--- src/rtl/id_ex_if.sv ---
// id_ex_if: groups every non-clock/reset signal of the ID/EX stage.
//   ID side     : id_valid, id_pc, id_rs1_data, id_rs2_data, id_imm, id_rs1,
//                 id_rs2, id_rd, id_alu_ctr, id_src_a_pc, id_src_b_imm,
//                 id_reg_we, id_mem_re, id_mem_we
//   pipe control: stall, flush
//   bypass      : mem_reg_we, mem_rd, mem_result, wb_reg_we, wb_rd, wb_result
//   EX side     : ex_valid, ex_pc, ex_rd, ex_reg_we, ex_mem_re, ex_mem_we,
//                 alu_a, alu_b, alu_ctr, ex_store_data, load_use
// Modport slave is the stage itself; master is whoever drives ID and
// observes EX (the surrounding core or a bench).
interface id_ex_if #(
  parameter int XLEN = 32,
  parameter int RA_W = 5
);
  logic            id_valid;
  logic [XLEN-1:0] id_pc;
  logic [XLEN-1:0] id_rs1_data;
  logic [XLEN-1:0] id_rs2_data;
  logic [XLEN-1:0] id_imm;
  logic [RA_W-1:0] id_rs1;
  logic [RA_W-1:0] id_rs2;
  logic [RA_W-1:0] id_rd;
  logic [2:0]      id_alu_ctr;
  logic            id_src_a_pc;
  logic            id_src_b_imm;
  logic            id_reg_we;
  logic            id_mem_re;
  logic            id_mem_we;
  logic            stall;
  logic            flush;
  logic            mem_reg_we;
  logic [RA_W-1:0] mem_rd;
  logic [XLEN-1:0] mem_result;
  logic            wb_reg_we;
  logic [RA_W-1:0] wb_rd;
  logic [XLEN-1:0] wb_result;
  logic            ex_valid;
  logic [XLEN-1:0] ex_pc;
  logic [RA_W-1:0] ex_rd;
  logic            ex_reg_we;
  logic            ex_mem_re;
  logic            ex_mem_we;
  logic [XLEN-1:0] alu_a;
  logic [XLEN-1:0] alu_b;
  logic [2:0]      alu_ctr;
  logic [XLEN-1:0] ex_store_data;
  logic            load_use;

  modport slave (
    input  id_valid, id_pc, id_rs1_data, id_rs2_data, id_imm, id_rs1, id_rs2,
           id_rd, id_alu_ctr, id_src_a_pc, id_src_b_imm, id_reg_we, id_mem_re,
           id_mem_we, stall, flush, mem_reg_we, mem_rd, mem_result, wb_reg_we,
           wb_rd, wb_result,
    output ex_valid, ex_pc, ex_rd, ex_reg_we, ex_mem_re, ex_mem_we, alu_a,
           alu_b, alu_ctr, ex_store_data, load_use
  );

  modport master (
    output id_valid, id_pc, id_rs1_data, id_rs2_data, id_imm, id_rs1, id_rs2,
           id_rd, id_alu_ctr, id_src_a_pc, id_src_b_imm, id_reg_we, id_mem_re,
           id_mem_we, stall, flush, mem_reg_we, mem_rd, mem_result, wb_reg_we,
           wb_rd, wb_result,
    input  ex_valid, ex_pc, ex_rd, ex_reg_we, ex_mem_re, ex_mem_we, alu_a,
           alu_b, alu_ctr, ex_store_data, load_use
  );
endinterface

--- src/rtl/id_ex_stage.sv ---
// id_ex_stage: ID/EX pipeline register with EX-side operand forwarding and
// load-use detection.
// Ports:
//   clk  - rising-edge clock
//   rst  - synchronous, active-high reset
//   bus  - id_ex_if.slave: ID fields in, stall/flush in, MEM/WB bypass in,
//          ALU operands / EX control / load_use out
// Pipeline control: one instruction moves ID->EX per clock. Update priority
// is rst > flush > stall > load_use > capture. flush and load_use load a
// bubble; stall holds everything (including a bubble). load_use is purely
// combinational and independent of stall/flush; ID/IF must hold while it is
// asserted so the instruction is re-presented after the bubble.
module id_ex_stage #(
  parameter int XLEN = 32,
  parameter int RA_W = 5
) (
  input logic     clk,
  input logic     rst,
  id_ex_if.slave  bus
);

  typedef struct packed {
    logic            valid;
    logic [XLEN-1:0] pc;
    logic [XLEN-1:0] rs1_data;
    logic [XLEN-1:0] rs2_data;
    logic [XLEN-1:0] imm;
    logic [RA_W-1:0] rs1;
    logic [RA_W-1:0] rs2;
    logic [RA_W-1:0] rd;
    logic [2:0]      alu_ctr;
    logic            src_a_pc;
    logic            src_b_imm;
    logic            reg_we;
    logic            mem_re;
    logic            mem_we;
  } ex_regs_t;

  ex_regs_t        ex_q, ex_d, id_fields;
  logic            load_use;
  logic [XLEN-1:0] fwd_rs1, fwd_rs2;

  always_comb begin
    id_fields           = '0;
    id_fields.valid     = bus.id_valid;
    id_fields.pc        = bus.id_pc;
    id_fields.rs1_data  = bus.id_rs1_data;
    id_fields.rs2_data  = bus.id_rs2_data;
    id_fields.imm       = bus.id_imm;
    id_fields.rs1       = bus.id_rs1;
    id_fields.rs2       = bus.id_rs2;
    id_fields.rd        = bus.id_rd;
    id_fields.alu_ctr   = bus.id_alu_ctr;
    id_fields.src_a_pc  = bus.id_src_a_pc;
    id_fields.src_b_imm = bus.id_src_b_imm;
    id_fields.reg_we    = bus.id_reg_we;
    id_fields.mem_re    = bus.id_mem_re;
    id_fields.mem_we    = bus.id_mem_we;
  end

  // A load in EX whose result the ID instruction needs cannot be bypassed in
  // time; x0 is excluded since it is never really written.
  assign load_use = ex_q.valid & ex_q.mem_re & (ex_q.rd != '0) &
                    ((ex_q.rd == bus.id_rs1) | (ex_q.rd == bus.id_rs2));

  // A bubble is all-zero: invalid, no control bits, alu_ctr=000.
  always_comb begin
    ex_d = ex_q;
    if (bus.flush)      ex_d = '0;
    else if (bus.stall) ex_d = ex_q;
    else if (load_use)  ex_d = '0;
    else                ex_d = id_fields;
  end

  always_ff @(posedge clk) begin
    if (rst) ex_q <= '0;
    else     ex_q <= ex_d;
  end

  // MEM result is younger than WB, so it wins when both target rsN.
  always_comb begin
    fwd_rs1 = ex_q.rs1_data;
    if (bus.mem_reg_we && bus.mem_rd != '0 && bus.mem_rd == ex_q.rs1)
      fwd_rs1 = bus.mem_result;
    else if (bus.wb_reg_we && bus.wb_rd != '0 && bus.wb_rd == ex_q.rs1)
      fwd_rs1 = bus.wb_result;
  end

  always_comb begin
    fwd_rs2 = ex_q.rs2_data;
    if (bus.mem_reg_we && bus.mem_rd != '0 && bus.mem_rd == ex_q.rs2)
      fwd_rs2 = bus.mem_result;
    else if (bus.wb_reg_we && bus.wb_rd != '0 && bus.wb_rd == ex_q.rs2)
      fwd_rs2 = bus.wb_result;
  end

  assign bus.ex_valid      = ex_q.valid;
  assign bus.ex_pc         = ex_q.pc;
  assign bus.ex_rd         = ex_q.rd;
  // Side-effect bits are gated so a bubble can never write anything.
  assign bus.ex_reg_we     = ex_q.valid & ex_q.reg_we;
  assign bus.ex_mem_re     = ex_q.valid & ex_q.mem_re;
  assign bus.ex_mem_we     = ex_q.valid & ex_q.mem_we;
  assign bus.alu_a         = ex_q.src_a_pc  ? ex_q.pc  : fwd_rs1;
  assign bus.alu_b         = ex_q.src_b_imm ? ex_q.imm : fwd_rs2;
  assign bus.alu_ctr       = ex_q.alu_ctr;
  assign bus.ex_store_data = fwd_rs2;
  assign bus.load_use      = load_use;

endmodule

--- src/flat_wrapper.sv ---
// flat-port wrapper written by rule: the top's interface ports become plain ports
module id_ex_stage_flat 
#(
  parameter int XLEN = 32,
  parameter int RA_W = 5
)
  (clk, rst, bus_id_valid, bus_id_pc, bus_id_rs1_data, bus_id_rs2_data, bus_id_imm, bus_id_rs1, bus_id_rs2, bus_id_rd, bus_id_alu_ctr, bus_id_src_a_pc, bus_id_src_b_imm, bus_id_reg_we, bus_id_mem_re, bus_id_mem_we, bus_stall, bus_flush, bus_mem_reg_we, bus_mem_rd, bus_mem_result, bus_wb_reg_we, bus_wb_rd, bus_wb_result, bus_ex_valid, bus_ex_pc, bus_ex_rd, bus_ex_reg_we, bus_ex_mem_re, bus_ex_mem_we, bus_alu_a, bus_alu_b, bus_alu_ctr, bus_ex_store_data, bus_load_use);
  id_ex_if #(.XLEN(XLEN), .RA_W(RA_W)) bus_i ();
  input logic clk;
  input logic rst;
  input wire logic [$bits(bus_i.id_valid)-1:0] bus_id_valid;
  input wire logic [$bits(bus_i.id_pc)-1:0] bus_id_pc;
  input wire logic [$bits(bus_i.id_rs1_data)-1:0] bus_id_rs1_data;
  input wire logic [$bits(bus_i.id_rs2_data)-1:0] bus_id_rs2_data;
  input wire logic [$bits(bus_i.id_imm)-1:0] bus_id_imm;
  input wire logic [$bits(bus_i.id_rs1)-1:0] bus_id_rs1;
  input wire logic [$bits(bus_i.id_rs2)-1:0] bus_id_rs2;
  input wire logic [$bits(bus_i.id_rd)-1:0] bus_id_rd;
  input wire logic [$bits(bus_i.id_alu_ctr)-1:0] bus_id_alu_ctr;
  input wire logic [$bits(bus_i.id_src_a_pc)-1:0] bus_id_src_a_pc;
  input wire logic [$bits(bus_i.id_src_b_imm)-1:0] bus_id_src_b_imm;
  input wire logic [$bits(bus_i.id_reg_we)-1:0] bus_id_reg_we;
  input wire logic [$bits(bus_i.id_mem_re)-1:0] bus_id_mem_re;
  input wire logic [$bits(bus_i.id_mem_we)-1:0] bus_id_mem_we;
  input wire logic [$bits(bus_i.stall)-1:0] bus_stall;
  input wire logic [$bits(bus_i.flush)-1:0] bus_flush;
  input wire logic [$bits(bus_i.mem_reg_we)-1:0] bus_mem_reg_we;
  input wire logic [$bits(bus_i.mem_rd)-1:0] bus_mem_rd;
  input wire logic [$bits(bus_i.mem_result)-1:0] bus_mem_result;
  input wire logic [$bits(bus_i.wb_reg_we)-1:0] bus_wb_reg_we;
  input wire logic [$bits(bus_i.wb_rd)-1:0] bus_wb_rd;
  input wire logic [$bits(bus_i.wb_result)-1:0] bus_wb_result;
  output wire logic [$bits(bus_i.ex_valid)-1:0] bus_ex_valid;
  output wire logic [$bits(bus_i.ex_pc)-1:0] bus_ex_pc;
  output wire logic [$bits(bus_i.ex_rd)-1:0] bus_ex_rd;
  output wire logic [$bits(bus_i.ex_reg_we)-1:0] bus_ex_reg_we;
  output wire logic [$bits(bus_i.ex_mem_re)-1:0] bus_ex_mem_re;
  output wire logic [$bits(bus_i.ex_mem_we)-1:0] bus_ex_mem_we;
  output wire logic [$bits(bus_i.alu_a)-1:0] bus_alu_a;
  output wire logic [$bits(bus_i.alu_b)-1:0] bus_alu_b;
  output wire logic [$bits(bus_i.alu_ctr)-1:0] bus_alu_ctr;
  output wire logic [$bits(bus_i.ex_store_data)-1:0] bus_ex_store_data;
  output wire logic [$bits(bus_i.load_use)-1:0] bus_load_use;
  assign bus_i.id_valid = bus_id_valid;
  assign bus_i.id_pc = bus_id_pc;
  assign bus_i.id_rs1_data = bus_id_rs1_data;
  assign bus_i.id_rs2_data = bus_id_rs2_data;
  assign bus_i.id_imm = bus_id_imm;
  assign bus_i.id_rs1 = bus_id_rs1;
  assign bus_i.id_rs2 = bus_id_rs2;
  assign bus_i.id_rd = bus_id_rd;
  assign bus_i.id_alu_ctr = bus_id_alu_ctr;
  assign bus_i.id_src_a_pc = bus_id_src_a_pc;
  assign bus_i.id_src_b_imm = bus_id_src_b_imm;
  assign bus_i.id_reg_we = bus_id_reg_we;
  assign bus_i.id_mem_re = bus_id_mem_re;
  assign bus_i.id_mem_we = bus_id_mem_we;
  assign bus_i.stall = bus_stall;
  assign bus_i.flush = bus_flush;
  assign bus_i.mem_reg_we = bus_mem_reg_we;
  assign bus_i.mem_rd = bus_mem_rd;
  assign bus_i.mem_result = bus_mem_result;
  assign bus_i.wb_reg_we = bus_wb_reg_we;
  assign bus_i.wb_rd = bus_wb_rd;
  assign bus_i.wb_result = bus_wb_result;
  assign bus_ex_valid = bus_i.ex_valid;
  assign bus_ex_pc = bus_i.ex_pc;
  assign bus_ex_rd = bus_i.ex_rd;
  assign bus_ex_reg_we = bus_i.ex_reg_we;
  assign bus_ex_mem_re = bus_i.ex_mem_re;
  assign bus_ex_mem_we = bus_i.ex_mem_we;
  assign bus_alu_a = bus_i.alu_a;
  assign bus_alu_b = bus_i.alu_b;
  assign bus_alu_ctr = bus_i.alu_ctr;
  assign bus_ex_store_data = bus_i.ex_store_data;
  assign bus_load_use = bus_i.load_use;
  id_ex_stage #(.XLEN(XLEN), .RA_W(RA_W)) u_core (.clk(clk), .rst(rst), .bus(bus_i));
endmodule
--- config.mk ---
export PLATFORM = sky130hd
export DESIGN_NAME = id_ex_stage_flat
export DESIGN_NICKNAME = d
export VERILOG_FILES = /design/src/rtl/id_ex_if.sv /design/src/rtl/id_ex_stage.sv /design/src/flat_wrapper.sv
export SDC_FILE = /design/constraint.sdc
export NUM_CORES = 1
export LEC_CHECK = 0
export BUFFER_PORTS_ARGS = -buffer_cell sky130_fd_sc_hd__buf_2
export CAP_MARGIN = 40
export CORE_AREA = 2 2 146 148
export DETAILED_ROUTE_END_ITERATION = 10
export DIE_AREA = 0 0 148 150
export HOLD_SLACK_MARGIN = 0.12
export PLACE_DENSITY = 0.69
export SLEW_MARGIN = 20
export SYNTH_ARGS = -nofsm -noshare
export SYNTH_HDL_FRONTEND = slang
export SYNTH_SLANG_ARGS = --single-unit
--- constraint.sdc ---
create_clock -name clk -period 2.5 [get_ports clk]
set_input_delay 0.5 -clock clk [delete_from_list [all_inputs] [get_ports clk]]
set_output_delay 0.5 -clock clk [all_outputs]
set_load 0.005 [all_outputs]
# Word level (Yosys, flattened, before mapping)
# Cells that the tools add are included.
# word_totals
register_bits,152
in_bits,232
output_inout_bits,141
elab_cells,43
# classes
eq_ne,6
mux,7
bitwise,6
reduce_logical,10
# op_table
op,count
32-bit 2-to-1 mux,6
152-bit 2-to-1 mux,1
5-bit equality test,6
5-bit nonzero test,3
1-bit logical AND,6
1-bit bitwise AND,5
2-bit OR reduction,1
1-bit bitwise OR,1

# Logic depth before layout (Yosys ltp)
# Gate-level depths: netlist (run 1).
# logic_depth
depth_word,6
ltp_mapped,7
ltp_nobuf,5

# Least setup slack after synthesis (run 1)
# OpenSTA, ideal clock, no wires.
# synth_timing
path_kind,input port to output port
start,in bus_mem_rd[0]
end,out bus_alu_b[17]
arrival_ns,1.997
required_ns,2.000
path_slack_ns,0.003
cell_stages,7
n_path_buf,2
path_cell_list,or4_1 -> o211ai_1 -> or2_2 -> buf_2 -> buf_2 -> nor3_1 -> a221oi_1
# synth_between
elab_chain_len,5
elab_cells_between_ends,6
cone_classes,eq/ne: 1; mux: 2; reduce/logical: 3
# synth_lines
element,line_no,source
"start, declared",flat_wrapper.sv:28,input wire logic [$bits(bus_i.mem_rd)-1:0] bus_mem_rd;
5-bit nonzero test,id_ex_stage.sv:91,if (bus.mem_reg_we && bus.mem_rd != '0 && bus.mem_rd == ex_q.rs2)
1-bit logical AND,id_ex_stage.sv:91,
1-bit logical AND *,id_ex_stage.sv:91,
32-bit 2-to-1 mux *,id_ex_stage.sv:91,
32-bit 2-to-1 mux *,id_ex_stage.sv:105,assign bus.alu_b = ex_q.src_b_imm ? ex_q.imm : fwd_rs2;
"end, declared",flat_wrapper.sv:40,output wire logic [$bits(bus_i.alu_b)-1:0] bus_alu_b;
# Every way passes the cells marked *; elsewhere a longest branch is shown, timed or not.

# Worst setup path after layout (run 1)
# layout_timing
start,in bus_mem_rd[2]
end,out bus_alu_b[27]
# Same word-level chain as after synthesis.

==> results of run 1 <==
==> path summary, 6_finish.rpt <==
path,from,to,cells after the start
worst min register to register,u_core.ex_q[48],u_core.ex_q[48],1
worst max register to register,u_core.bus.ex_rd[4],u_core.ex_q[38],6
worst min-delay path,bus_id_mem_we,u_core.ex_q[0],2
worst max-delay path,bus_mem_rd[2],bus_alu_b[27],9
==> cells in the final DEF (no fill, tap or decap), drive strengths merged, types with 22 or more instances in the layout <==
cell type	instances
dfxtp	152
o31ai	63
clkbuf	22
nor2	131
xnor2	29
nand2	67
nor3	36
a221oi	31
a22o	152
buf	495
inv	39
a211oi	32
==> logic make-up after synthesis <==
family	Yosys count	share of synthesized area, %
AO/OA/AOI/OAI	288	32.5
XOR/XNOR	29	3.34
flip-flops	152	40.0
multiplexers	2	0.263
AND/OR/NAND/NOR	248	13.4
buffers and inverters	156	10.4
==> flip-flops by register name (all words and copies together), names as in the netlist <==
name,count
u_core.bus.ex_valid,1
u_core.bus.ex_pc,32
u_core.bus.alu_ctr,3
u_core.ex_q,111
u_core.bus.ex_rd,5
==> critical path, cell delays in order <==
cell and delay [ps]:
buf_8 100, or4_4 560, o211ai_1 320, or2_4 240
buf_12 150, buf_6 100, nor2_1 50, o31ai_1 330
buf_2 180
==> layer usage <==
layer,global-route usage (%),up-vias
met1,35.0,4175
met5,0,-
met2,47.2,398
met3,6.37,62
li1,-,3967
met4,9.38,2
==> power groups by stage <==
stage          registers (mW)  clock network (mW)  logic (mW)
2_1_floorplan            2.60                   0       0.406
3_3_place_gp             2.62                   0       0.820
3_5_place_dp             2.62                   0       0.826
4_1_cts                  2.58                2.54        1.01
5_1_grt                  2.59                2.63        1.16
6_report                 2.58                2.50        1.09
==> synthesized netlist by cell type, types with 4 or more instances <==
master,number
a221oi_2,10
xnor2_1,29
buf_2,19
a22o_1,152
dfxtp_1,152
and2_1,4
a221oi_1,21
nor3_1,36
clkbuf_1,54
nor2_1,128
o31ai_1,63
nand2_1,67
nand3_1,4
buf_4,46
inv_1,35
a211oi_1,32
==> cell type report <==
cell class | instances | area [um2] | share of cell area, %
diodes | 1 | 2.50 | 0.0199
repair buffers | 497 | 3480 | 27.7
multi-input cells | 570 | 4990 | 39.7
inverters | 35 | 131 | 1.05
flip-flops and latches | 152 | 3060 | 24.4
clock buffers | 20 | 437 | 3.48
clock inverters | 12 | 118 | 0.936
well taps | 275 | 344 | 2.74
==> through the flow <==
step                area [um2]  setup TNS (ps)
global route             12600          -42300
floorplan                 7600               0
detailed placement        9830          -37120
finish                   12600          -34870
CTS                      12000          -29050
global placement          9830          -33030
==> what timing repair did <==
action	4_1_cts	5_1_grt
resized for setup	169	108
endpoints found under the setup margin	96	96
setup buffers	47	22
cloned	9	3
pin swaps	116	71
==> results.md, run 1 <==
* Outcome: complete, but fails checks
* Failing checks: negative setup slack
* Final nets at 1,505
* Yosys reg bits at 152
* Met2 WL at 16,300 um
* Main synth FF type: dfxtp_1
* Ys Warns at 0
* Top sig layer: met5
* Min Hold Slack at 287 ps
* Met3 WL at 2300 um
* RSZ-0062 raised after global routing: yes
* Register share of total power at 41.9%
* Top Ports at 373
* Clock power share at 40.5%
* DR vias at 8,604
* CTS tree: done
* Number of port buffers at 372
* Slew @ Worst Pin at 739 ps
* Static leakage at 5.76 nW
* Cells after DPL at 1,458
* Max clock buf depth at 2
* Row cnt at 53
* Total global routing overflow at 0
* Hold-fix buffers at CTS at 0
* Hpwl dp at 20,400 um
* Fillcell total at 1,734
* Hold/Removal Path Class: primary input to flop
* Slew Viols, Final at 0
* PD cells at 491 mW/mm2
* Core area at 0.0207 mm2
* Type of origin of the critical path: primary input
* Final WL at 33,000 um
* DR pass1 iterations at 7
* Sequential area share after synthesis at 40.0%
* DRC at 0
* DP Worst Slack at -602 ps
* Pint at 4.45 mW
* Crit path DAT at 2550 ps
* Syn Inst Count at 875
* Clock sink total at 152
* Met1 wire length at 13,600 um
* Num CTS Buffers at 17
* Clk root buf: clkbuf_16
* Reg2reg setup slack at 530 ps
* Cell taking the most area after synthesis: dfxtp_1
* Final Hold Fails at 0
* Clock period minus final worst setup slack at 3050 ps
* Placer Congestion at 0.867
* Netlist cell types at 34
* DRT antenna net count at 0
* Final Worst Setup Slack at -551 ps
* Sw Share at 27.9%
* Tot Pwr at 6.17 mW
* Area grow syn2layout at 65.3%
* Die Area at 0.0222 mm2
* Dominant cells by area after synthesis: dfxtp_1 40%, a22o_1 18%, nor2_1 6.3%, o31ai_1 6.2%, buf_4 4.5%
* Peak supply drop at 382 uV
* Net switching power at 1.72 mW
* Critical Path RT at 2000 ps
* Async set-reset flop share out of synthesis at 0%
* Synth Cell Area at 0.00760 mm2
* Slew headroom at 50.8%
* Syn_area_per_cell at 8.69 um2
* Vias in the first global route at 8,408
* Die height at 150 um
* Max-cap violations at 0
* Period utilization at 122%
* Die outline width at 148 um
* Post-synth EDFFs at 0
* CP Capture Type: output pin
* Kind of critical path: primary input to output pin
* Share of cells above drive strength 1 at 54.4%
* GR Util All Layers at 27.8%
* Fin util at 60.7%
* Clock slew at reported path FFs at 70 ps
* Finished Layout Cells at 1,562
* Clk_lat worst skew at 420 ps
* Post-Synthesis Net Count at 1,107
* Final setup viols at 96
* Max frequency at 328 MHz
* Worst Path Max Fanout at 7
* Largest net degree at the start of global routing at 82
* Number of H-tree levels at 4
* Synth top area share at 40.0%
* Initial core utilization at 36.7%
* Initial antenna violation count at 2
* Starting DRC count in detailed routing at 581
* Setup Skew at 14.8 ps
* Logic pwr share at 17.6%
* Via/cell ratio at 5.51
* First-pass GRT wire length at 47,600 um
* WL/cell at 21.1 um
(Power assumes the default switching activity.)
==> inputs of run 2 (changes only) <==
--- a/config.mk
+++ b/config.mk
@@ -11,8 +11,9 @@
 export DETAILED_ROUTE_END_ITERATION = 10
 export DIE_AREA = 0 0 148 150
 export HOLD_SLACK_MARGIN = 0.12
-export PLACE_DENSITY = 0.69
+export PLACE_DENSITY_LB_ADDON = 0.08
 export SLEW_MARGIN = 20
 export SYNTH_ARGS = -nofsm -noshare
 export SYNTH_HDL_FRONTEND = slang
 export SYNTH_SLANG_ARGS = --single-unit
+export TNS_END_PERCENT = 30
==> results.md, run 2 (synthesis results as in run 1) <==
* Outcome: complete, but fails checks
* Failing checks: negative setup slack
* Clk root buf: clkbuf_16
* Number of port buffers at 372 (unchanged)
* DRC at 0 (unchanged)
* CP Capture Type: output pin
* GR Util All Layers at 25.9% (-1.9 points)
* Placer Congestion at 0.819 (-5.5%)
* Slew Viols, Final at 0 (unchanged)
* Net switching power at 1.62 mW (-5.7%)
* Most flop-heavy register: u_core.ex_q
* DR vias at 8,133 (-5.5%)
* Register share of total power at 40.5% (-1.4 points)
* Vias in the first global route at 7,981 (-5.1%)
* Die height at 150 um (unchanged)
* Hpwl dp at 21,100 um (+3.5%)
* Slew @ Worst Pin at 671 ps (-68.0 ps)
* Worst path slowest cell: or4_4
* Die Area at 0.0222 mm2 (unchanged)
* Reg2reg end: u_core.ex_q[100]
* Clock slew at reported path FFs at 70 ps (about the same)
* Max frequency at 344 MHz (+5.0%)
* Static leakage at 5.44 nW (-5.6%)
* Hold Path Sink: u_core.ex_q[0]
* Final setup viols at 96 (unchanged)
* Final nets at 1,475 (-2.0%)
* Core area at 0.0207 mm2 (unchanged)
* Commonest non-fill, non-tap cell in the layout: buf_2
* Critical hold path startpoint: bus_id_mem_we
* Critical Path RT at 2000 ps (about the same)
* Critical path cell sequence: buf_6 -> or4_4 -> o211ai_1 -> buf_4 -> or2_4 -> buf_12 -> buf_12 -> buf_6 -> nor2_2 -> o31ai_1 -> buf_2
* Row cnt at 53 (unchanged)
* Top sig layer: met5
* Clock period minus final worst setup slack at 2910 ps (-145 ps)
* Crit path DAT at 2410 ps (-140 ps)
* Largest register FFs at 111 (unchanged)
* Worst hold path cell count at 2 (unchanged)
* Reg2Reg Depth at 6 (unchanged)
* Die outline width at 148 um (unchanged)
* Hold/Removal Path Class: primary input to flop
* Peak supply drop at 384 uV (+0.59%)
* DR pass1 iterations at 5 (-2)
* Max stage delay on crit path at 530 ps (-30 ps)
* RR Startpoint: u_core.bus.ex_rd[0]
* Starting DRC count in detailed routing at 389 (-33%)
* Reg2reg setup slack at 530 ps (about the same)
* Final WL at 30,500 um (-7.5%)
* Period utilization at 116% (-5.8 points)
* Fin util at 57.2% (-3.5 points)
* Share of cells above drive strength 1 at 50.5% (-4.0 points)
* PD cells at 538 mW/mm2 (+9.5%)
* Final Instance Area at 0.0118 mm2 (-5.8%)
* CTS tree: done
* Min Hold Slack at 287 ps (+0.0820 ps)
* Via/cell ratio at 5.30 (-3.7%)
* Most frequent cells in the layout: 368 x buf_2, 152 x a22o_1, 142 x dfxtp_1, 107 x nor2_1, 67 x nand2_1
* Setup Skew at 11.7 ps (-3.08 ps)
* Met2 WL at 15,100 um (-7.0%)
* Kind of critical path: primary input to output pin
* Logic pwr share at 15.3% (-2.3 points)
* Clock power share at 44.2% (+3.7 points)
* WL/cell at 19.9 um (-5.8%)
* Met1 wire length at 13,000 um (-4.6%)
* First-pass GRT wire length at 44,700 um (-6.1%)
* DRT antenna net count at 0 (unchanged)
* Initial antenna violation count at 3 (+1)
* Top Ports at 373 (unchanged)
* Num CTS Buffers at 17 (unchanged)
* Area grow syn2layout at 55.7%
* Total global routing overflow at 0 (unchanged)
* Sw Share at 25.5% (-2.4 points)
* Clock sink total at 152 (unchanged)
* RSZ-0062 raised after global routing: yes
* Hold-fix buffers at CTS at 0 (unchanged)
* Final Worst Setup Slack at -406 ps (+145 ps)
* Initial core utilization at 36.7% (unchanged)
* Largest net degree at the start of global routing at 79 (-3.7%)
* Worst Path Max Fanout at 7 (unchanged)
* Slew headroom at 55.3% (+4.5 points)
* Max-cap violations at 0 (unchanged)
* Number of H-tree levels at 4 (unchanged)
* Type of origin of the critical path: primary input
* Clk_lat worst skew at 420 ps (about the same)
* Max clock buf depth at 2 (unchanged)
* Pint at 4.75 mW (+6.7%)
* Met3 WL at 1820 um (-21%)
* Area after DPL at 0.00995 mm2 (+1.3%)
* Final Hold Fails at 0 (unchanged)
* Tot Pwr at 6.37 mW (+3.2%)
==> run 2: critical path, delay by kind of cell <==
kind / cells / cell delay, ps
buffers and inverters: 6 / 800
AO/OA/AOI/OAI: 2 / 360
AND/OR/NAND/NOR: 3 / 730
==> run 2: how the worst max path moves through the flow <==
| stage | start | to | slack, ps | cells past startpoint |
|---|---|---|---|---|
| after floorplan | bus_mem_rd[0] | bus_alu_b[17] | 3 | 7 |
| after global placement | bus_mem_rd[0] | bus_alu_b[8] | -560 | 8 |
| after detailed placement | bus_mem_rd[0] | bus_alu_b[8] | -600 | 8 |
| after CTS | bus_mem_rd[4] | bus_alu_b[9] | -370 | 10 |
| after global routing | bus_mem_rd[4] | bus_alu_b[31] | -460 | 10 |
| final | bus_mem_rd[4] | bus_alu_b[0] | -410 | 11 |
==> run 2: final cells by class <==
class / instances / area, um2
antenna: 3 / 7.51
clock buffer: 19 / 453
timing repair buffer: 470 / 3070
fill: 1931 / 8850
sequential: 152 / 3060
tap: 275 / 344
multi-input combinational: 567 / 4590
clock inverter: 13 / 191
inverter: 35 / 131
==> run 2: layer usage <==
layer  vias to the layer above  track usage [%]
li1                       3924                -
met1                      3883             32.9
met2                       277             44.1
met3                        47             5.52
met4                         2             7.90
met5                         -                0
==> run 2: through the flow <==
step / setup TNS (ps) / setup slack [ps] / cells
2_1_floorplan: 0 / 3.04 / 875
3_3_place_gp: -34480 / -563 / 1473
3_5_place_dp: -36650 / -599 / 1473
4_1_cts: -26770 / -365 / 1515
5_1_grt: -34750 / -460 / 1533
6_report: -27290 / -406 / 1534
==> run 2: timing repair <==
action,CTS,global route
cloned,0,3
resized for setup,93,77
buffers inserted,10,14
pin swaps,34,48
setup endpoints to repair,96,96
==> run 2: power by group through the flow <==
stage | sequential, mW | combinational, mW | clock (mW)
after floorplan | 2.60 | 0.406 | 0
after global placement | 2.62 | 0.838 | 0
after detailed placement | 2.62 | 0.842 | 0
after CTS | 2.57 | 0.910 | 2.87
after global routing | 2.59 | 1.05 | 2.99
final | 2.58 | 0.974 | 2.81
